### config.mk
export PLATFORM = sky130hd
export DESIGN_NAME = pc_redirect_unit_flat
export DESIGN_NICKNAME = d
export VERILOG_FILES = /design/src/rtl/pc_redirect_unit_if.sv /design/src/rtl/pc_redirect_unit.sv /design/src/flat_wrapper.sv
export SDC_FILE = /design/constraint.sdc
export NUM_CORES = 1
export LEC_CHECK = 0
export CAP_MARGIN = 0
export CORE_MARGIN = 8
export CORE_UTILIZATION = 48
export DETAILED_ROUTE_END_ITERATION = 7
export PLACE_DENSITY = 0.87
export SLEW_MARGIN = 5
export SYNTH_ARGS = -nofsm -noshare
export SYNTH_HDL_FRONTEND = slang
export SYNTH_SLANG_ARGS = --single-unit
export TNS_END_PERCENT = 5
### constraint.sdc
create_clock -name clk -period 4 [get_ports clk]
set_input_delay 0.6 -clock clk [delete_from_list [all_inputs] [get_ports clk]]
set_output_delay 0.6 -clock clk [all_outputs]
set_load 0.03 [all_outputs]
### src/rtl/pc_redirect_unit_if.sv
// rtl/pc_redirect_unit_if.sv - branch decision in, fetch PC and status out.
// Optional stats counters present when PC_BRANCH_STATS_EN is defined.
interface pc_redirect_unit_if;
    logic        stall;
    logic        branch_taken;
    logic [31:0] target;
    logic        is_jalr;
    logic [31:0] pc;
    logic [31:0] pc_plus4;
    logic        fetch_valid;
    logic        flush;
    logic        misaligned;
`ifdef PC_BRANCH_STATS_EN
    logic [31:0] taken_count;
    logic [7:0]  trap_count;

    modport master (
        output stall, branch_taken, target, is_jalr,
        input  pc, pc_plus4, fetch_valid, flush, misaligned, taken_count, trap_count
    );
    modport slave (
        input  stall, branch_taken, target, is_jalr,
        output pc, pc_plus4, fetch_valid, flush, misaligned, taken_count, trap_count
    );
`else
    modport master (
        output stall, branch_taken, target, is_jalr,
        input  pc, pc_plus4, fetch_valid, flush, misaligned
    );
    modport slave (
        input  stall, branch_taken, target, is_jalr,
        output pc, pc_plus4, fetch_valid, flush, misaligned
    );
`endif
endinterface

### src/rtl/pc_redirect_unit.sv
// rtl/pc_redirect_unit.sv - PC owner: sequential advance, branch redirect with flush, misaligned trap.
// PC_BRANCH_STATS_EN adds taken_count / trap_count.
module pc_redirect_unit #(
    parameter logic [31:0] RESET_PC     = 32'h0000_0000,
    parameter int          FLUSH_CYCLES = 2
) (
    input  logic              clk,
    input  logic              rst,
    pc_redirect_unit_if.slave bus
);

    typedef enum logic [1:0] {BOOT, RUN, FLUSH, TRAP} state_t;

    localparam logic [3:0] FLUSH_LOAD = (FLUSH_CYCLES > 0) ? 4'(FLUSH_CYCLES - 1) : 4'd0;

    state_t      state_q, state_d;
    logic [31:0] pc_q, pc_d;
    logic [3:0]  cnt_q, cnt_d;
    logic        mis_q, mis_d;
    logic        take_ev, trap_ev;
    logic [31:0] pc_plus4;
    logic [31:0] eff_target;

    assign pc_plus4   = pc_q + 32'd4;
    assign eff_target = bus.is_jalr ? {bus.target[31:1], 1'b0} : bus.target;

    always_ff @(posedge clk or posedge rst) begin
        if (rst) begin
            state_q <= BOOT;
            pc_q    <= RESET_PC;
            cnt_q   <= 4'd0;
            mis_q   <= 1'b0;
        end else begin
            state_q <= state_d;
            pc_q    <= pc_d;
            cnt_q   <= cnt_d;
            mis_q   <= mis_d;
        end
    end

    always_comb begin
        state_d = state_q;
        pc_d    = pc_q;
        cnt_d   = cnt_q;
        mis_d   = mis_q;
        take_ev = 1'b0;
        trap_ev = 1'b0;
        case (state_q)
            BOOT: state_d = RUN;
            RUN: begin
                if (!bus.stall) begin
                    if (bus.branch_taken) begin
                        if (eff_target[1:0] != 2'b00) begin
                            mis_d   = 1'b1;
                            trap_ev = 1'b1;
                            state_d = TRAP;
                        end else begin
                            pc_d    = eff_target;
                            take_ev = 1'b1;
                            if (FLUSH_CYCLES > 0) begin
                                state_d = FLUSH;
                                cnt_d   = FLUSH_LOAD;
                            end
                        end
                    end else begin
                        pc_d = pc_plus4;
                    end
                end
            end
            // Stall does not extend the flush window; the killed slots are fixed.
            FLUSH: begin
                if (cnt_q == 4'd0) state_d = RUN;
                else               cnt_d   = cnt_q - 4'd1;
            end
            TRAP:    state_d = TRAP;
            default: state_d = BOOT;
        endcase
    end

    assign bus.pc          = pc_q;
    assign bus.pc_plus4    = pc_plus4;
    assign bus.fetch_valid = (state_q == RUN);
    assign bus.flush       = (state_q == FLUSH) || (state_q == TRAP);
    assign bus.misaligned  = mis_q;

`ifdef PC_BRANCH_STATS_EN
    logic [31:0] taken_count_q;
    logic [7:0]  trap_count_q;

    always_ff @(posedge clk or posedge rst) begin
        if (rst) begin
            taken_count_q <= 32'd0;
            trap_count_q  <= 8'd0;
        end else begin
            if (take_ev) taken_count_q <= taken_count_q + 32'd1;
            if (trap_ev && trap_count_q != 8'hFF) trap_count_q <= trap_count_q + 8'd1;
        end
    end

    assign bus.taken_count = taken_count_q;
    assign bus.trap_count  = trap_count_q;
`else
    logic unused_ev;
    assign unused_ev = take_ev ^ trap_ev;
`endif

endmodule
### src/flat_wrapper.sv
// flat-port wrapper written by rule: the top's interface ports become plain ports
module pc_redirect_unit_flat 
#(
    parameter logic [31:0] RESET_PC     = 32'h0000_0000,
    parameter int          FLUSH_CYCLES = 2
)
  (clk, rst, bus_stall, bus_branch_taken, bus_target, bus_is_jalr, bus_pc, bus_pc_plus4, bus_fetch_valid, bus_flush, bus_misaligned);
  pc_redirect_unit_if bus_i ();
  input  logic clk;
  input  logic rst;
  input wire logic [$bits(bus_i.stall)-1:0] bus_stall;
  input wire logic [$bits(bus_i.branch_taken)-1:0] bus_branch_taken;
  input wire logic [$bits(bus_i.target)-1:0] bus_target;
  input wire logic [$bits(bus_i.is_jalr)-1:0] bus_is_jalr;
  output wire logic [$bits(bus_i.pc)-1:0] bus_pc;
  output wire logic [$bits(bus_i.pc_plus4)-1:0] bus_pc_plus4;
  output wire logic [$bits(bus_i.fetch_valid)-1:0] bus_fetch_valid;
  output wire logic [$bits(bus_i.flush)-1:0] bus_flush;
  output wire logic [$bits(bus_i.misaligned)-1:0] bus_misaligned;
  assign bus_i.stall = bus_stall;
  assign bus_i.branch_taken = bus_branch_taken;
  assign bus_i.target = bus_target;
  assign bus_i.is_jalr = bus_is_jalr;
  assign bus_pc = bus_i.pc;
  assign bus_pc_plus4 = bus_i.pc_plus4;
  assign bus_fetch_valid = bus_i.fetch_valid;
  assign bus_flush = bus_i.flush;
  assign bus_misaligned = bus_i.misaligned;
  pc_redirect_unit #(.RESET_PC(RESET_PC), .FLUSH_CYCLES(FLUSH_CYCLES)) u_core (.clk(clk), .rst(rst), .bus(bus_i));
endmodule
==> flow_summary.ini <==
[outcome]
status = finished, final reports clean

[sta]
rsz0062_at_grt = false
drv_slew = 0
worst_pin_slew_ns = 1.11
setup_viol = 0
slew_headroom_pct = 25.9
hold_violations = 0
timing.fmax_mhz = 295
fin_tns_setup_ns = 0
skew_ns = 0.00548
finalCriticalPeriod_ns = 3.39
min_period_over_period_pct = 84.9

[floorplan]
die_h_um = 91.0
io-pin-count = 104
die_width_um = 91.0
core_area_um2 = 5470
rows = 27
dieArea_um2 = 8270
start_util_pct = 49.3

[clock_tree]
cts_root_buf = clkbuf_8
postCtsResizedCells = 0
clkSlewWorstSetupHoldPaths_ns = 0.08
cts_tree = yes
worstSkewPairLatency_ns = 0.29
cts_sinks = 39
ctsLongestPathBuffers = 2
numCtsBuffers = 5
htreeDepth = 2
cts_setup_buffers = 0
holdBufCountCts = 0

[logic_synthesis]
yosys.cell_types.count = 52
synth.avg_cell_area_um2 = 8.84
ys_seq_elements = 39
synth_edf_count = 0
synth_area_um2 = 2700
synth_warnings = 0
syn_nets = 344
synth_ff_type = dfrtp_1
yosysSeqAreaShare_pct = 36.2
syn_inst = 305
synthArstFlopShare_pct = 100

[cells_and_area]
final_common_cell = clkdlybuf4s50_1
layout-drive-gt1-share_pct = 8.33
antenna_cells = 0
area_growth_pct = 41.3
final_cell_mix = 103 x clkdlybuf4s50_1, 39 x dfrtp_1, 28 x nor2_1
fin_nets = 434

[hold_path]
hold_class = reg2reg

[worst_setup_path]
crit_fanout = 9
worstSetupStartpointType = register
rrSetupSlack_ns = 1.65
worstSetupPathType = reg2out
cp_data_required_time_ns = 3.40
crit_arrival_ns = 2.79
endpoint_kind = output port

[routing]
via_per_inst = 5.71
drtIter0Drc = 140
wl_mm = 8.25
wl_per_cell_um = 17.6
final_antenna_net_count = 0
drc_errors = 0
dr.pass1.iters = 4
vias = 2672

[placed_design]
place_hpwl_mm = 6.00
port_buffers = 103
gp_congestion = 0.886

[global_routing]
grt_pass1_vias = 2717
grt.total_usage_pct = 19.4
grt_max_degree = 45
grt_first_pass_wirelength_mm = 13.4
antenna_found_initial = 0
grt-ovfl-total = 0

[power_and_ir_drop]
p_per_area_nw_per_um2 = 767
p_total_mw = 2.92
leakagePower_nw = 1.46
max-vdd-ir-drop_mv = 0.422

[flow_run]
cap_viol_max_count = 0
==> where the power goes <==
part	switching, mW	total, mW	internal [mW]
clock	0.142	0.344	0.202
combinational	0.982	1.75	0.765
sequential	0.272	0.831	0.559
==> worst max-delay path: stages, from the launching register on <==
cell and delay (ns):
dfrtp_1 0.49, nand4_1 0.21, nor2_1 0.60, nand4_1 0.25, xnor2_1 0.24, clkdlybuf4s50_1 0.72
==> logic make-up after synthesis <==
family / count (synthesis) / synth area share (%)
simple gates: 110 / 22.9
compound gates: 91 / 22.9
flops: 39 / 36.2
buf+inv: 32 / 6.96
xor+xnor: 30 / 9.74
fa+ha+maj: 2 / 0.928
mux: 1 / 0.371
==> synthesized netlist by cell type, types with 6 or more instances <==
cell type   n  area share (%)
o22a_1      7             2.3
a2bb2oi_1   7             2.3
o21ai_0    19             3.5
nand3_1    13             2.4
xor2_1     13             4.2
inv_1       8             1.1
nor2_1     28             3.9
nand2_1    22             3.1
dfrtp_1    39              36
o22ai_1     8             1.9
xnor2_1    17             5.5
nand4_1     9             2.1
buf_2       6             1.1
nor3_1      8             1.5
a21oi_1    19             3.5
clkbuf_1    8             1.1
==> metal layers <==
metal / share of wire (%) / vias to the layer above / GRT usage, % / routed length [um]
met2: 48 / 121 / 32.2 / 4000
met3: 7.9 / 18 / 6.34 / 652
li1: - / 1285 / - / -
met1: 41 / 1248 / 22.6 / 3390
met5: 0 / - / 0 / 0
met4: 2.6 / 0 / 7.64 / 214
==> registers in the layout (all words and copies together) (netlist names) <==
signal                 count
u_core.bus.pc             32
u_core.cnt_q               4
u_core.state_q             2
u_core.bus.misaligned      1
==> area by class of cell <==
class,instances,area (um^2)
multi-input cells,234,1540
inverters,8,30.0
repair buffers,107,1060
clock inverters,2,35.0
flip-flops and latches,39,976
well taps,72,90.1
clock buffers,6,82.6
fillers,444,1660
==> metrics by stage <==
| step | utilization (%) | hold WS (ns) | worst slack, ns | cells | instance area, um^2 |
|---|---|---|---|---|---|
| 2_1_floorplan | - | 0.469 | 1.35 | 305 | 2700 |
| 5_1_grt | 69.6 | 0.536 | 0.468 | 468 | 3810 |
| 4_1_cts | 69.6 | 0.512 | 0.603 | 468 | 3810 |
| 6_report | 69.6 | 0.507 | 0.605 | 468 | 3810 |
| 3_5_place_dp | 67.5 | 0.482 | 0.921 | 460 | 3690 |
| 3_3_place_gp | 67.5 | 0.487 | 0.994 | 460 | 3690 |
==> final timing paths <==
path	startpoint	end	depth (start not counted)
worst min register to register	u_core.cnt_q[0]	u_core.cnt_q[0]	1
max in group asynchronous	rst	u_core.state_q[1]	3
worst max-delay path	u_core.bus.pc[4]	bus_pc_plus4[29]	5
worst min-delay path	u_core.cnt_q[0]	u_core.cnt_q[0]	1
min in group asynchronous	rst	u_core.bus.pc[17]	2
worst max register to register	u_core.state_q[1]	u_core.bus.pc[7]	4
Power figures use the tool's default switching activity.
